==> config.mk <==
export PLATFORM = sky130hd
export DESIGN_NAME = rotate_right_seq
export DESIGN_NICKNAME = d
export VERILOG_FILES = /design/src/rtl/rotate_right_seq.sv
export SDC_FILE = /design/constraint.sdc
export NUM_CORES = 1
export LEC_CHECK = 0
export ABC_AREA = 1
export CORE_ASPECT_RATIO = 0.5
export CORE_MARGIN = 3
export CORE_UTILIZATION = 46
export DETAILED_ROUTE_END_ITERATION = 12
export HOLD_SLACK_MARGIN = 0.05
export PLACE_DENSITY = 0.83
export SETUP_SLACK_MARGIN = 0.05
export SLEW_MARGIN = 20
export SYNTH_ARGS = -nofsm -noshare
export SYNTH_HDL_FRONTEND = slang
export SYNTH_SLANG_ARGS = --single-unit
==> constraint.sdc <==
create_clock -name clk -period 1.4 [get_ports clk]
set_input_delay 0.28 -clock clk [delete_from_list [all_inputs] [get_ports clk]]
set_output_delay 0.28 -clock clk [all_outputs]
set_load 0.01 [all_outputs]
==> src/rtl/rotate_right_seq.sv <==
// Multi-cycle right rotator: one log2 barrel stage per BUSY cycle, result held until consumed.
// Optional build macro ROTATE_RIGHT_SEQ_SKIP_EN visits only the stages whose amount bit is set.
module rotate_right_seq #(
  parameter int W = 32
) (
  input  logic               clk,
  input  logic               rst_n,
  input  logic               in_vld,
  output logic               in_rdy,
  input  logic [W-1:0]       in_x,
  input  logic [$clog2(W):0] in_n,
  output logic               out_vld,
  input  logic               out_rdy,
  output logic [W-1:0]       out_y
);
  localparam int L = $clog2(W);

  typedef enum logic [1:0] {IDLE, BUSY, DONE} state_t;

  state_t         state, state_nxt;
  logic [W-1:0]   d;
  logic [L-1:0]   a;
  logic [L-1:0]   k;
  logic [L-1:0]   amt;
  logic           unused_n_msb;
  logic           accept;
  logic           stage_last;
  logic           start_busy;
  logic [L-1:0]   k_start;
  logic [L-1:0]   k_next;
  logic [W-1:0]   rot_stage [L];

  // The amount is taken mod W, so the extra MSB of in_n never matters.
  assign amt          = in_n[L-1:0];
  assign unused_n_msb = in_n[L];

  for (genvar g = 0; g < L; g++) begin : g_stage
    assign rot_stage[g] = {d[(1<<g)-1:0], d[W-1:(1<<g)]};
  end

`ifdef ROTATE_RIGHT_SEQ_SKIP_EN
  logic [L-1:0] first_k;
  logic [L-1:0] next_k;
  logic         next_found;

  always_comb begin
    first_k = '0;
    for (int i = L - 1; i >= 0; i--) begin
      if (amt[i]) first_k = L'(i);
    end
  end

  // Lowest set amount bit strictly above the current stage.
  always_comb begin
    next_found = 1'b0;
    next_k     = k;
    for (int i = L - 1; i >= 0; i--) begin
      if (a[i] && (L'(i) > k)) begin
        next_found = 1'b1;
        next_k     = L'(i);
      end
    end
  end

  assign stage_last = !next_found;
  assign start_busy = (amt != '0);
  assign k_start    = first_k;
  assign k_next     = next_k;
`else
  assign stage_last = (k == L'(L - 1));
  assign start_busy = 1'b1;
  assign k_start    = '0;
  assign k_next     = k + L'(1);
`endif

  assign in_rdy  = (state == IDLE);
  assign out_vld = (state == DONE);
  assign out_y   = d;
  assign accept  = in_vld && in_rdy;

  always_comb begin
    state_nxt = state;
    case (state)
      IDLE: if (accept) state_nxt = start_busy ? BUSY : DONE;
      BUSY: if (stage_last) state_nxt = DONE;
      DONE: if (out_rdy) state_nxt = IDLE;
      default: state_nxt = IDLE;
    endcase
  end

  always_ff @(posedge clk or negedge rst_n) begin
    if (!rst_n) begin
      state <= IDLE;
    end else begin
      state <= state_nxt;
    end
  end

  always_ff @(posedge clk or negedge rst_n) begin
    if (!rst_n) begin
      d <= '0;
      a <= '0;
      k <= '0;
    end else if (accept) begin
      d <= in_x;
      a <= amt;
      k <= k_start;
    end else if (state == BUSY) begin
      if (a[k]) d <= rot_stage[k];
      k <= k_next;
    end
  end

endmodule

* After elaboration in Yosys (flattened, before gate mapping)
Cells that the tools add are included.
W data, S select, Z words.
** Word-level totals
- Register bits :: 44
- Word-level logic and storage cells :: 34
- Input port bits :: 42
** Cells by class
- Add/sub/neg operators :: 1
- $lt $le $gt $ge :: 2
- Bitwise operators :: 1
- Equality and inequality tests :: 6
- Reductions and logical operators :: 6
- Muxes and demuxes :: 14
** Operators by type and width (count)
- $mux W32 :: 5
- $bmux W32 S3 :: 1
- $mux W5 :: 2
- $ge A6 B4 Y1 const B :: 1
- $mux W2 :: 3
- $not A5 Y6 :: 1
- $pmux W2 S3 :: 1
- $add A5 B1 Y5 const B :: 1
- $eq A5 B3 Y1 const B :: 1
- $lt A5 B4 Y1 const B :: 1
- $ne A2 B1 Y1 const B :: 2
- $reduce_bool A2 Y1 :: 2
- $bmux W1 S3 :: 1
- $reduce_and A3 Y1 :: 1
- $eq A2 B1 Y1 const B :: 1
- $eq A2 B2 Y1 const B :: 1
- $logic_not A2 Y1 :: 1
- $ne A2 B2 Y1 const B :: 1
- $reduce_and A2 Y1 :: 1
- $logic_and A1 B1 Y1 :: 1
- $mux W1 :: 1

* Depth between registers and ports, before layout
- Depth after elaboration :: 7
- Mapped depth :: 10

* Worst setup path before layout
No wires, ideal clock.
- Path kind :: register to register
- Start point :: register k[1]
- End point :: register state[1]
- Stages on the path, launching flop included :: 9
- Arrival :: 1308 ps
- Library setup time :: 64 ps
- Period minus slack after synthesis :: 1372 ps
- Data required time :: 1336 ps
- Slack :: 28 ps
- Path through :: dfrtp_1 buf_4 inv_4 buf_2 ha_1 nand3_1 o21ai_0 o21ai_0 inv_1
** Between the ends
- Cells in the longest elaborated chain, start to end :: 3
** RTL lines
- start: declaration :: RTL line 23 : logic [L-1:0] k;
- start signal: assignment :: RTL line 107 : k <= k_start;
- start signal: assignment :: RTL line 110 : k <= k_next;
- $eq A5 B3 Y1 :: RTL line 70 : assign stage_last = (k == L'(L - 1));
- $ne A2 B2 Y1 (no source line)
- $reduce_and A3 Y1 (no source line)
- end signal: assignment :: RTL line 95 : state <= state_nxt;
- end: declaration :: RTL line 20 : state_t state, state_nxt;
Every way passes these cells.
A chain may end at the register's enable or synchronous reset.

* Worst setup path in the final report
- Start point :: register state[1]
- End point :: register k[1]
** Between the ends
- Cells in the longest elaborated chain, start to end :: 3
- Elaborated cells between the ends (all ways) :: 5
- Those cells by class :: 1 x eq/ne; 1 x mux; 3 x reduce/logical
** RTL lines
- $logic_not A2 Y1 :: RTL line 76 : assign in_rdy = (state == IDLE);
- $logic_and A1 B1 Y1 :: RTL line 79 : assign accept = in_vld && in_rdy;
- $mux W5 / $reduce_bool A2 Y1 (equally long branches)
Several ways; a longest one is shown, not always the timed one.

==> impl_metrics.csv <==
group,metric,value,unit
final_layout,regArea,1102,um^2
setup_path,critPathArrivalTime,1.81,ns
final_layout,final_util,76.75,%
sta,max_freq,625.4,MHz
synthesis,ys_seq_elements,44,
synthesis,ys_seq_area_share,33.94,%
clock_network,h-tree-depth,2,
grt,met1_usage,44.93,%
routing,first_iter_violations,571,
grt,grt_pass1_wl,20410,um
final_layout,syn_to_final_growth,52.14,%
grt,grt_busiest_layer,"met2",
final_layout,multi_input_area,2067,um^2
grt,grt_util_met3,11.04,%
sta,finalCritPeriodShare,114.2,%
floorplanning,io_pins,76,
clock_network,clk_latency,0.30,ns
clock_network,clkTransAtPathRegs,0.07,ns
floorplanning,row_count,20,
outcome,status,"finished, violations left",
placement,dp.cells,692,
setup_path,rr_startpoint,"state[1]$_DFFE_PN0P_",
synthesis,syn_inst,525,
sta,finalSetupViolCount,35,
power_and_ir_drop,vdd_drop_max,1.053,mV
setup_path,worstSetupEndpointType,"flop",
sta,tightestPinTransition,0.3562,ns
clock_network,clkSinkCount,44,
floorplanning,die_area,8158,um^2
floorplanning,fp.dieH,65.39,um
setup_path,cp.required,1.61,ns
sta,max_slew_margin,76.25,%
setup_path,reg2reg_slack,-0.20,ns
setup_path,critPathLaunch,"state[1]$_DFFE_PN0P_",
routing,drc_errors,0,
sta,slew_viol_final,0,
min_path,hold_class,"input pin to asynchronous set/reset pin",
floorplanning,initial_utilization,50.45,%
synthesis,netlist-cell-type-count,26,
final_layout,nFillCells,522,
synthesis,synthTopCellsByCount,"nand2_1, nand3_1, nor2_1",
placement,port_buffers,74,
grt,antenna_found_initial,0,
placement,gp_congestion,0.9605,
placement,pre_cts_ws,-0.2307,ns
outcome,violations,"negative setup slack",
synthesis,synth_flop_cell,"dfrtp_1",
synthesis,yosysWarnings,0,
clock_network,cts_max_path_buffers,2,
setup_path,startpoint_type,"flop",
sta,finClkSkew,0.01121,ns
final_layout,fin_cells,722,
clock_network,cts_made_buffers,5,
routing,detail-route-antenna-nets,0,
placement,dp_hpwl,9082,um
setup_path,reg2reg_to,"k[1]$_DFFE_PN0P_",
floorplanning,core_area,6431,um^2
final_layout,nNetsFinal,677,
synthesis,async_flop_share,100.0,%
grt,overflow,0,
synthesis,synth-edff-count,0,
synthesis,synth_area_leaders,"dfrtp_1, nand2_1, nand3_1",
synthesis,syn_avg_cell_area,6.180,um^2
synthesis,syn_nets,569,
routing,finalWirelength,13800,um
synthesis,synthMostInstantiatedCell,"nand2_1",
routing,drtPass1Iterations,7,
grt,gr-usage-all-layers,31.76,%
final_layout,drive_above_1_share,18.77,%
setup_path,ff2ff_path_depth,10,
clock_network,cts_tree,"built",
run,maxCapViolCount,0,
power_and_ir_drop,p_leak,2.412,nW
floorplanning,die_width,124.8,um
sta,rsz0062_at_grt,"yes",
sta,setup_ws,-0.1989,ns
grt,grt_max_degree,45,
placement,post_dp_cell_area,4365,um^2
grt,gr-usage-met2,48.12,%
synthesis,synth_top_area_share,33.94,%
grt,first_global_vias,3872,
routing,num_vias,4217,
routing,via_per_inst,5.841,
routing,wl_per_cell,19.11,um
synthesis,netlist_area,3244,um^2
sta,period_minus_slack,1.599,ns
sta,hold_viol_final,0,
setup_path,path_max_fanout,5,
synthesis,yosysTopAreaCell,"dfrtp_1",
power_and_ir_drop,p_per_area,2805,nW/um^2
setup_path,path_class,"flop to flop",
final_layout,antenna_cells,0,
final_layout,design_area,4936,um^2
clock_network,clockRootBuffer,"clkbuf_16",
## layer usage
| layer | up-vias | part of all wire [%] |
|---|---|---|
| met3 | 34 | 13 |
| li1 | 1920 | - |
| met2 | 284 | 43 |
| met4 | 0 | 1.8 |
| met5 | - | 0 |
| met1 | 1979 | 42 |
## final cells by class
class | count | area share [%]
Clock buffer | 6 | 2.611
Clock inverter | 2 | 0.7098
Inverter | 14 | 1.369
Multi-Input combinational cell | 434 | 41.88
Sequential cell | 44 | 22.33
Tap cell | 88 | 2.231
Timing Repair Buffer | 134 | 28.87
## report_power, final
group | leakage, nW | internal [mW] | switching, mW | total [mW]
combinational | 1.78 | 4.27 | 5.77 | 10.0
sequential | 0.554 | 1.89 | 0.535 | 2.42
clock | 0.0808 | 0.842 | 0.543 | 1.39
total | 2.41 | 7.00 | 6.84 | 13.8
## registers in the layout, summed over array words and instances, names as in the netlist
name	flops
k	5
state	2
out_y	32
a	5
## placed cells by master, fill, tap and decap left out, types with 2 or more instances in the layout
| cell | instances |
|---|---|
| a21oi_1 | 31 |
| buf_12 | 14 |
| buf_16 | 2 |
| buf_2 | 3 |
| buf_4 | 35 |
| buf_6 | 5 |
| clkbuf_16 | 8 |
| clkdlybuf4s50_1 | 39 |
| dfrtp_1 | 43 |
| dlygate4sd2_1 | 32 |
| ha_4 | 2 |
| inv_1 | 7 |
| inv_2 | 3 |
| inv_4 | 3 |
| nand2_1 | 161 |
| nand2_2 | 12 |
| nand2_4 | 7 |
| nand3_1 | 98 |
| nand3_2 | 3 |
| nor2_1 | 89 |
| nor2_2 | 8 |
| nor2_4 | 5 |
| o21ai_0 | 6 |
| o21ai_1 | 2 |
## cell families after synthesis
group | share of synthesized area [%]
compound gates | 7.482
fa+ha+maj | 0.7712
xor+xnor | 0.2700
flops | 33.94
simple gates | 50.06
buf+inv | 7.481
## repair_timing
item,CTS,global route
gates resized for setup,56,45
setup endpoints to repair,68,44
pin swaps,0,5
cloned,2,3
setup buffers,14,4
hold buffers,1,0
endpoints found under the hold margin,44,0
## how the worst max path moves through the flow
stage / to / slack [ns]
global placement: out_y[18]$_DFFE_PN0P_ / -0.23
global route: k[2]$_DFFE_PN0P_ / -0.24
detailed placement: out_y[3]$_DFFE_PN0P_ / -0.23
CTS: in_rdy / -0.10
floorplan: out_y[0]$_DFFE_PN0P_ / 0.06
finish: k[1]$_DFFE_PN0P_ / -0.20
## through the flow
stage	hold slack, ns	TNS (ns)	power, mW
after floorplan	-0.01559	0	7.296
after global placement	0.2754	-5.769	10.56
after detailed placement	0.2828	-6.471	10.71
after CTS	0.4962	-2.188	12.60
after global routing	0.5441	-6.480	14.72
final	0.5032	-4.978	13.84
## critical path, cell delays in order (launching register included)
cell	delay [ns]
dfrtp_1	0.37
buf_4	0.15
nor2_4	0.05
nand2_4	0.09
inv_8	0.06
nor2_4	0.18
inv_4	0.08
buf_4	0.14
buf_4	0.12
buf_4	0.13
o21ai_1	0.15
No activity file was read; power rests on OpenSTA's default activity.
